<file path="src/rtl/imem_loader.sv">
// Boot loader: packs a big-endian byte stream into 32-bit words and writes them from address 0 upward.
// Define IMEM_LOADER_CHECKSUM_EN to require a trailing XOR checksum byte before releasing the core.
module imem_loader #(
  parameter int ADDR_WIDTH = 5
) (
  input  logic                  clk,
  input  logic                  rst,
  input  logic                  start,
  input  logic [ADDR_WIDTH:0]   word_count,
  input  logic                  in_valid,
  input  logic [7:0]            in_data,
  output logic                  in_ready,
  output logic                  mem_we,
  output logic [ADDR_WIDTH-1:0] mem_addr,
  output logic [31:0]           mem_wdata,
  output logic                  busy,
  output logic                  done,
  output logic                  error,
  output logic                  cpu_run
);

  localparam logic [ADDR_WIDTH:0] DEPTH_W = {1'b1, {ADDR_WIDTH{1'b0}}};

`ifdef IMEM_LOADER_CHECKSUM_EN
  typedef enum logic [2:0] {S_IDLE, S_LOAD, S_WRITE, S_CHECK, S_DONE} state_t;
`else
  typedef enum logic [2:0] {S_IDLE, S_LOAD, S_WRITE, S_DONE} state_t;
`endif

  state_t                r_state;
  logic [ADDR_WIDTH:0]   r_words_left;
  logic [ADDR_WIDTH-1:0] r_addr;
  logic [1:0]            r_byte_idx;
  logic [23:0]           r_shift;
  logic                  r_in_ready;
  logic                  r_mem_we;
  logic [ADDR_WIDTH-1:0] r_mem_addr;
  logic [31:0]           r_mem_wdata;
  logic                  r_busy;
  logic                  r_done;
  logic                  r_error;
`ifdef IMEM_LOADER_CHECKSUM_EN
  logic [7:0]            r_csum;
`endif

  logic w_accept;
  assign w_accept = in_valid && r_in_ready;

  always_ff @(posedge clk) begin
    if (rst) begin
      r_state      <= S_IDLE;
      r_words_left <= '0;
      r_addr       <= '0;
      r_byte_idx   <= '0;
      r_shift      <= '0;
      r_in_ready   <= 1'b0;
      r_mem_we     <= 1'b0;
      r_mem_addr   <= '0;
      r_mem_wdata  <= '0;
      r_busy       <= 1'b0;
      r_done       <= 1'b0;
      r_error      <= 1'b0;
`ifdef IMEM_LOADER_CHECKSUM_EN
      r_csum       <= '0;
`endif
    end else begin
      r_mem_we <= 1'b0;
      case (r_state)
        S_IDLE, S_DONE: begin
          if (start) begin
            r_done <= 1'b0;
            if (word_count <= DEPTH_W) begin
              r_words_left <= word_count;
              r_addr       <= '0;
              r_byte_idx   <= '0;
              r_error      <= 1'b0;
`ifdef IMEM_LOADER_CHECKSUM_EN
              r_csum       <= '0;
`endif
              if (word_count != '0) begin
                r_state    <= S_LOAD;
                r_in_ready <= 1'b1;
                r_busy     <= 1'b1;
              end else begin
`ifdef IMEM_LOADER_CHECKSUM_EN
                r_state    <= S_CHECK;
                r_in_ready <= 1'b1;
                r_busy     <= 1'b1;
`else
                r_state    <= S_DONE;
                r_done     <= 1'b1;
`endif
              end
            end else begin
              // Oversize request: flag it and leave memory untouched.
              r_error <= 1'b1;
              r_state <= S_IDLE;
            end
          end
        end
        S_LOAD: begin
          if (w_accept) begin
            r_shift    <= {r_shift[15:0], in_data};
            r_byte_idx <= r_byte_idx + 2'd1;
`ifdef IMEM_LOADER_CHECKSUM_EN
            r_csum     <= r_csum ^ in_data;
`endif
            if (r_byte_idx == 2'd3) begin
              r_state     <= S_WRITE;
              r_in_ready  <= 1'b0;
              r_mem_we    <= 1'b1;
              r_mem_addr  <= r_addr;
              r_mem_wdata <= {r_shift, in_data};
            end
          end
        end
        S_WRITE: begin
          r_addr       <= r_addr + 1'b1;
          r_words_left <= r_words_left - 1'b1;
          if (r_words_left == {{ADDR_WIDTH{1'b0}}, 1'b1}) begin
`ifdef IMEM_LOADER_CHECKSUM_EN
            r_state    <= S_CHECK;
            r_in_ready <= 1'b1;
`else
            r_state    <= S_DONE;
            r_busy     <= 1'b0;
            r_done     <= 1'b1;
`endif
          end else begin
            r_state    <= S_LOAD;
            r_in_ready <= 1'b1;
          end
        end
`ifdef IMEM_LOADER_CHECKSUM_EN
        S_CHECK: begin
          if (w_accept) begin
            r_in_ready <= 1'b0;
            r_busy     <= 1'b0;
            if (in_data == r_csum) begin
              r_state <= S_DONE;
              r_done  <= 1'b1;
            end else begin
              r_state <= S_IDLE;
              r_error <= 1'b1;
            end
          end
        end
`endif
        default: begin
          r_state    <= S_IDLE;
          r_in_ready <= 1'b0;
          r_busy     <= 1'b0;
          r_done     <= 1'b0;
        end
      endcase
    end
  end

  assign in_ready  = r_in_ready;
  assign mem_we    = r_mem_we;
  assign mem_addr  = r_mem_addr;
  assign mem_wdata = r_mem_wdata;
  assign busy      = r_busy;
  assign done      = r_done;
  assign error     = r_error;
  assign cpu_run   = r_done;

endmodule

</file>
<file path="config.mk">
export PLATFORM = sky130hd
export DESIGN_NAME = imem_loader
export DESIGN_NICKNAME = d
export VERILOG_FILES = /design/src/rtl/imem_loader.sv
export SDC_FILE = /design/constraint.sdc
export NUM_CORES = 1
export LEC_CHECK = 0
export ABC_AREA = 0
export CORE_MARGIN = 3
export CORE_UTILIZATION = 51
export CTS_CLUSTER_DIAMETER = 120
export CTS_CLUSTER_SIZE = 14
export DETAILED_ROUTE_END_ITERATION = 8
export PLACE_DENSITY_LB_ADDON = 0.12
export SYNTH_ARGS = -nofsm -noshare
export SYNTH_HDL_FRONTEND = slang
export SYNTH_SLANG_ARGS = --single-unit
</file>
<file path="constraint.sdc">
create_clock -name clk -period 2.8 [get_ports clk]
set_clock_uncertainty 0.1 [all_clocks]
set_input_delay 0.56 -clock clk [delete_from_list [all_inputs] [get_ports clk]]
set_output_delay 0.56 -clock clk [all_outputs]
set_load 0.05 [all_outputs]
</file>
After elaboration in Yosys (flattened, before gate mapping)
Index checks and enable logic that the tools add are counted.
{ "word_totals": {"reg_bits": 82, "inputBits": 18, "output_inout_bits": 43, "elab_cells": 79} }
{ "op_classes": {"n_addsub": 3, "order_cmp": 1, "n_eq_ne": 12, "muxes": 33, "bitwise": 2, "reduce_logical": 16} }
{ "ops": {"columns": ["op", "n"], "rows": [
  ["$ne A2 B2 Y1 const B", 7],
  ["$mux W1", 13],
  ["$mux W3", 4],
  ["$mux W6", 2],
  ["$pmux W6 S2", 1],
  ["$reduce_and A3 Y1", 4],
  ["$mux W2", 5],
  ["$mux W5", 2],
  ["$pmux W5 S2", 1],
  ["$pmux W1 S3", 3],
  ["$pmux W3 S3", 1],
  ["$eq A3 B2 Y1 const B", 2],
  ["$eq A6 B1 Y1 const B", 1],
  ["$le A6 B6 Y1 const B", 1],
  ["$reduce_and A6 Y1", 1],
  ["$reduce_bool A6 Y1", 1],
  ["$sub A6 B1 Y6 const B", 1],
  ["$add A5 B1 Y5 const B", 1],
  ["$reduce_and A5 Y1", 1],
  ["$pmux W2 S2", 1],
  ["$reduce_and A2 Y1", 2],
  ["$reduce_and A4 Y1", 1],
  ["$reduce_bool A2 Y1", 2],
  ["$eq A3 B1 Y1 const B", 1],
  ["7 further kinds", 8]
]} }

Depth between registers and ports, before layout
{ "logic_depth": {"word_depth": 5, "ltp_mapped": 9} }

Worst setup path after synthesis
Ideal clock, no wire load.
{ "synth_path": {"path_type": "reg-to-reg", "start": "reg r_state[0]", "end": "reg r_addr[3]", "setup_time_ps": 70, "arrival_ps": 1949, "t_required_ps": 2630, "slack_ps": 681, "path_stages_with_launch": 9, "synth_period_minus_slack_ps": 2119, "cell_sequence": "dfxtp_1 inv_1 ha_1 clkbuf_4 or2b_2 o211a_1 buf_6 or4_1 a21oi_1"} }
{ "synth_between": {"elab_chain_cells": 4, "elab_cells_between_ends": 9, "cone_classes": "eq/ne (4); mux (1); reduce/logical (4)"} }
{ "synth_lines": {"columns": ["item", "line_no", "rtl"], "rows": [
  ["start, declared", "30", "state_t r_state;"],
  ["start signal, assigned", "51", "r_state <= S_IDLE;"],
  ["start signal, assigned", "81", "r_state <= S_LOAD;"],
  ["start signal, assigned", "90", "r_state <= S_DONE;"],
  ["$eq A3 B2 Y1 or $logic_not A3 Y1 (tied branches)", "68", "case (r_state)"],
  ["$reduce_or A2 Y1", "68", null],
  ["$ne A2 B2 Y1 (no line) or $reduce_bool A2 Y1 (tied branches)", null, null],
  ["$reduce_and A3 Y1 (no line)", null, null],
  ["end signal, assigned", "118", "r_addr <= r_addr + 1'b1;"],
  ["end, declared", "32", "logic [ADDR_WIDTH-1:0] r_addr;"]
]} }
Parallel ways exist; a longest one is shown, timed or not.
A chain may end at the register's enable or synchronous reset.

Worst setup path in the final report
{ "layout_path": {"start": "in word_count[0]", "end": "reg r_in_ready, in the netlist in_ready"} }
{ "layout_between": {"elab_chain_cells": 3, "elab_cells_between_ends": 5, "cone_classes": "order compare (1); eq/ne (2); reduce/logical (2)"} }
{ "layout_lines": {"columns": ["item", "line_no", "rtl"], "rows": [
  ["start, declared", "9", "input logic [ADDR_WIDTH:0] word_count,"],
  ["$le A6 B6 Y1 or $reduce_bool A6 Y1 (tied branches)", "72, 80", null],
  ["$ne A2 B2 Y1 (no line)", null, null],
  ["$reduce_and A6 Y1 (no line) *", null, null],
  ["end signal, assigned", "56", "r_in_ready <= 1'b0;"],
  ["end signal, assigned", "82", "r_in_ready <= 1'b1;"],
  ["end signal, assigned", "110", "r_in_ready <= 1'b0;"],
  ["end, declared", "35", "logic r_in_ready;"]
]} }
Every way passes the cells marked *; elsewhere a longest branch is shown, timed or not.

==> results by group <==
Status
  – Outcome: complete, no violations

Clock network
  – Post-cts gate resize count: 0
  – CTS Root Buffer Type: clkbuf_8
  – # hold bufs at CTS: 0
  – TritonCTS clock tree: built
  – Clk pin slew, worst setup/hold paths: 0.08 ns
  – H-tree levels: 3
  – TritonCTS buffer count: 9
  – Clock Latency Late Sink: 0.36 ns
  – Clk buf depth: 2
  – Clk sink count: 81
  – # Post-CTS Setup Buffers: 0

Synth
  – Syn nets: 432
  – Top FF cell, synth: dfxtp_1
  – Netlist cell types: 44
  – FFs w/ async S/R, synth: 0%
  – Register area share after synthesis: 49.8%
  – Area of the mapped netlist: 3250 um^2
  – Synth Warn #: 0
  – Syn_area_per_cell: 7.99 um^2
  – Synth Register Bits: 81
  – EDFF count, synth: 0
  – Post-Synthesis Cells: 407

Place
  – Setup WS pre-CTS: 0.158 ns
  – DP HPWL: 4860 um
  – Port Buffers: 60
  – Placed cell areas: 3880 um^2
  – Placed insts: 524
  – Placer congestion estimate: 0.879

Floorplanning
  – # IOs: 61
  – Initial Util: 53.7%
  – Die area: 7370 um^2
  – Core area: 6060 um^2
  – # rows: 28
  – Die width: 85.9 um
  – Die H: 85.9 um

Finish
  – Most frequent cells in the layout: 134 x nand2_1, 81 x dfxtp_1, 77 x a21oi_1, 59 x clkdlybuf4s50_1, 11 x o21ai_0
  – Number of fill cells: 533
  – Final nets: 485
  – Diode count: 0
  – Commonest non-fill, non-tap cell in the layout: nand2_1
  – Core Util, Final: 67.5%
  – Share of layout cells above drive strength 1: 6.45%
  – Layout overhead on the synthesized area: 25.8%
  – Design area: 4090 um^2
  – Post-route insts no fill: 540

Worst setup path
  – Crit path cell chain: clkdlybuf4s50_1 > or3_4 > o311ai_0 > and4b_1 > mux2_2
  – Family with the most delay on the worst path: simple AND/OR/NAND/NOR gates
  – CP endpoint: in_ready$_SDFFE_PP0P_
  – R2R Path Start: r_state[0]$_SDFFE_PP0P_
  – Max FO, Critical Path: 4
  – CP required: 2.95 ns
  – Max incr delay on CP: 0.45 ns
  – Worst setup path start: word_count[0]
  – Reg2reg setup slack: 0.55 ns
  – Critical Path Source Type: primary input
  – Buf/Inv on CP: 1
  – Levels on crit path: 5
  – Crit path DAT: 2.43 ns
  – Reg2reg path depth: 6
  – WS Path Type: in -> reg
  – Slowest-stage cell, CP: clkdlybuf4s50_1
  – Worst Setup End Kind: register
  – RR Endpoint: r_addr[4]$_SDFFE_PP0P_

Global routing
  – Grt ovf: 0
  – Met2 Usage GRT: 32.9%
  – M3 GR Usage: 6.82%
  – GRT Max-Usage Layer: met2
  – Initial antenna violation count: 0
  – GR Util met1: 27.4%
  – Total GRT Usage: 20.9%
  – Number of global-route vias before repair: 2,696
  – Largest net degree at the start of global routing: 59
  – First-pass GRT wire length: 12,300 um

Run
  – Max-cap violation count: 0

STA
  – Max Clock Freq: 439 MHz
  – Max Transition Viols Final: 0
  – Slew HR: 62.0%
  – Final Hold Violating Endpoints: 0
  – RSZ-0062 raised after global routing: false
  – Tightest Pin Transition: 0.570 ns
  – Setup Viol. Count Final: 0
  – Final hold slack: 0.355 ns
  – Fin crit period: 2.28 ns
  – Setup TNS: 0 ns
  – Final Cycle Share: 81.4%
  – Post-route worst setup slack: 0.520 ns

Power
  – Flop pwr share: 44.6%
  – Clk pwr share: 30.8%
  – Leak: 1.38 nW
  – Final total power: 2.86 mW
  – Internal power: 1.92 mW
  – Gate power share: 24.5%
  – Pwr Density: 700 nW/um^2
  – Switching fraction of total power: 32.9%
  – Net Switching: 0.941 mW
  – VDD IR max: 0.534 mV

Worst hold path
  – Hold Path Class: reg -> reg

Drt
  – Wire per inst: 13.3 um
  – DRC: 0
  – Detail Route Antenna Nets: 0
  – Routed wire length: 7180 um
  – DR vias/cell: 5.32
  – Vias after detailed routing: 2,874
  – DR iter-0 viols: 208
  – Pre-Repair DR Iteration Count: 4
[layout make-up]
class,instances,area [um^2],share of cell area (%)
Clock buffer,9,124,3.03
Clock inverter,7,83.8,2.05
Multi-Input combinational cell,292,1480,36.2
Timing Repair Buffer,68,656,16.0
Inverter,8,30.0,0.734
Tap cell,75,93.8,2.29
Sequential cell,81,1620,39.6
[worst reg2reg max path, stage by stage, from the launching register on]
cell	delay (ns)
dfxtp_1	0.39
inv_1	0.06
ha_1	0.43
or2b_2	0.36
o211a_1	0.21
or4_1	0.50
a21oi_1	0.15
[power by group through the flow]
stage	combinational [mW]	sequential, mW	clock, mW
2_1_floorplan	0.485	1.34	0
3_3_place_gp	0.694	1.30	0
3_5_place_dp	0.698	1.31	0
4_1_cts	0.701	1.28	0.906
5_1_grt	0.787	1.29	0.962
6_report	0.702	1.28	0.884
[layer usage]
| metal | up-vias | routed length, um |
|---|---|---|
| met5 | - | 0 |
| met4 | 0 | 78 |
| met3 | 9 | 469 |
| met2 | 71 | 3310 |
| met1 | 1323 | 3320 |
| li1 | 1471 | - |
[registers in the layout, summed over array words and instances, names as in the netlist]
name,flops
error,1
mem_we,1
busy,1
r_shift,24
cpu_run,1
in_ready,1
r_addr,5
mem_addr,5
r_byte_idx,2
r_words_left,6
mem_wdata,32
r_state,2
[Yosys cell counts (all sizes together) (2+ instances only)]
cell	n	area, um^2
dfxtp	81	1620
a211oi	2	15.0
a21o	2	15.0
o211a	2	20.0
nor4	2	12.5
inv	7	26.3
o211ai	2	15.0
nand3b	2	15.0
nand3	4	20.0
o31ai	3	22.5
a21oi	77	385
a311oi	2	17.5
o21ai	11	55.1
nor2	9	33.8
nor3	2	10.0
clkbuf	18	71.3
or3	3	23.8
nand2b	2	12.5
nor2b	6	37.5
o21a	3	22.5
ha	7	87.6
nand2	134	503
or4	2	15.0
o2bb2ai	2	17.5
buf	8	47.5
[cell families (layout without fill, tap and decap cells)]
| logic type | after synthesis | after routing | share of synthesized area [%] |
|---|---|---|---|
| compound gates | 110 | 110 | 19.0 |
| mux | 2 | 2 | 0.654 |
| buf+inv | 34 | 92 | 4.58 |
| simple gates | 172 | 172 | 23.0 |
| fa+ha+maj | 7 | 7 | 2.69 |
| xor+xnor | 1 | 1 | 0.269 |
| flops | 81 | 81 | 49.8 |
[worst min path at each step]
stage                                    start  slack [ns]                    endpoint  cells after the start
detailed placement    r_shift[23]$_SDFFE_PP0P_        0.35  mem_wdata[31]$_SDFFE_PP0P_                      2
finish                r_shift[23]$_SDFFE_PP0P_        0.36  mem_wdata[31]$_SDFFE_PP0P_                      2
global route         mem_wdata[2]$_SDFFE_PP0P_        0.38   mem_wdata[2]$_SDFFE_PP0P_                      2
floorplan               r_addr[2]$_SDFFE_PP0P_        0.33    mem_addr[2]$_SDFFE_PP0P_                      2
global placement      r_shift[23]$_SDFFE_PP0P_        0.34  mem_wdata[31]$_SDFFE_PP0P_                      2
CTS                 mem_wdata[30]$_SDFFE_PP0P_        0.36  mem_wdata[30]$_SDFFE_PP0P_                      2
Note: power is estimated with default switching activity, not from simulation.
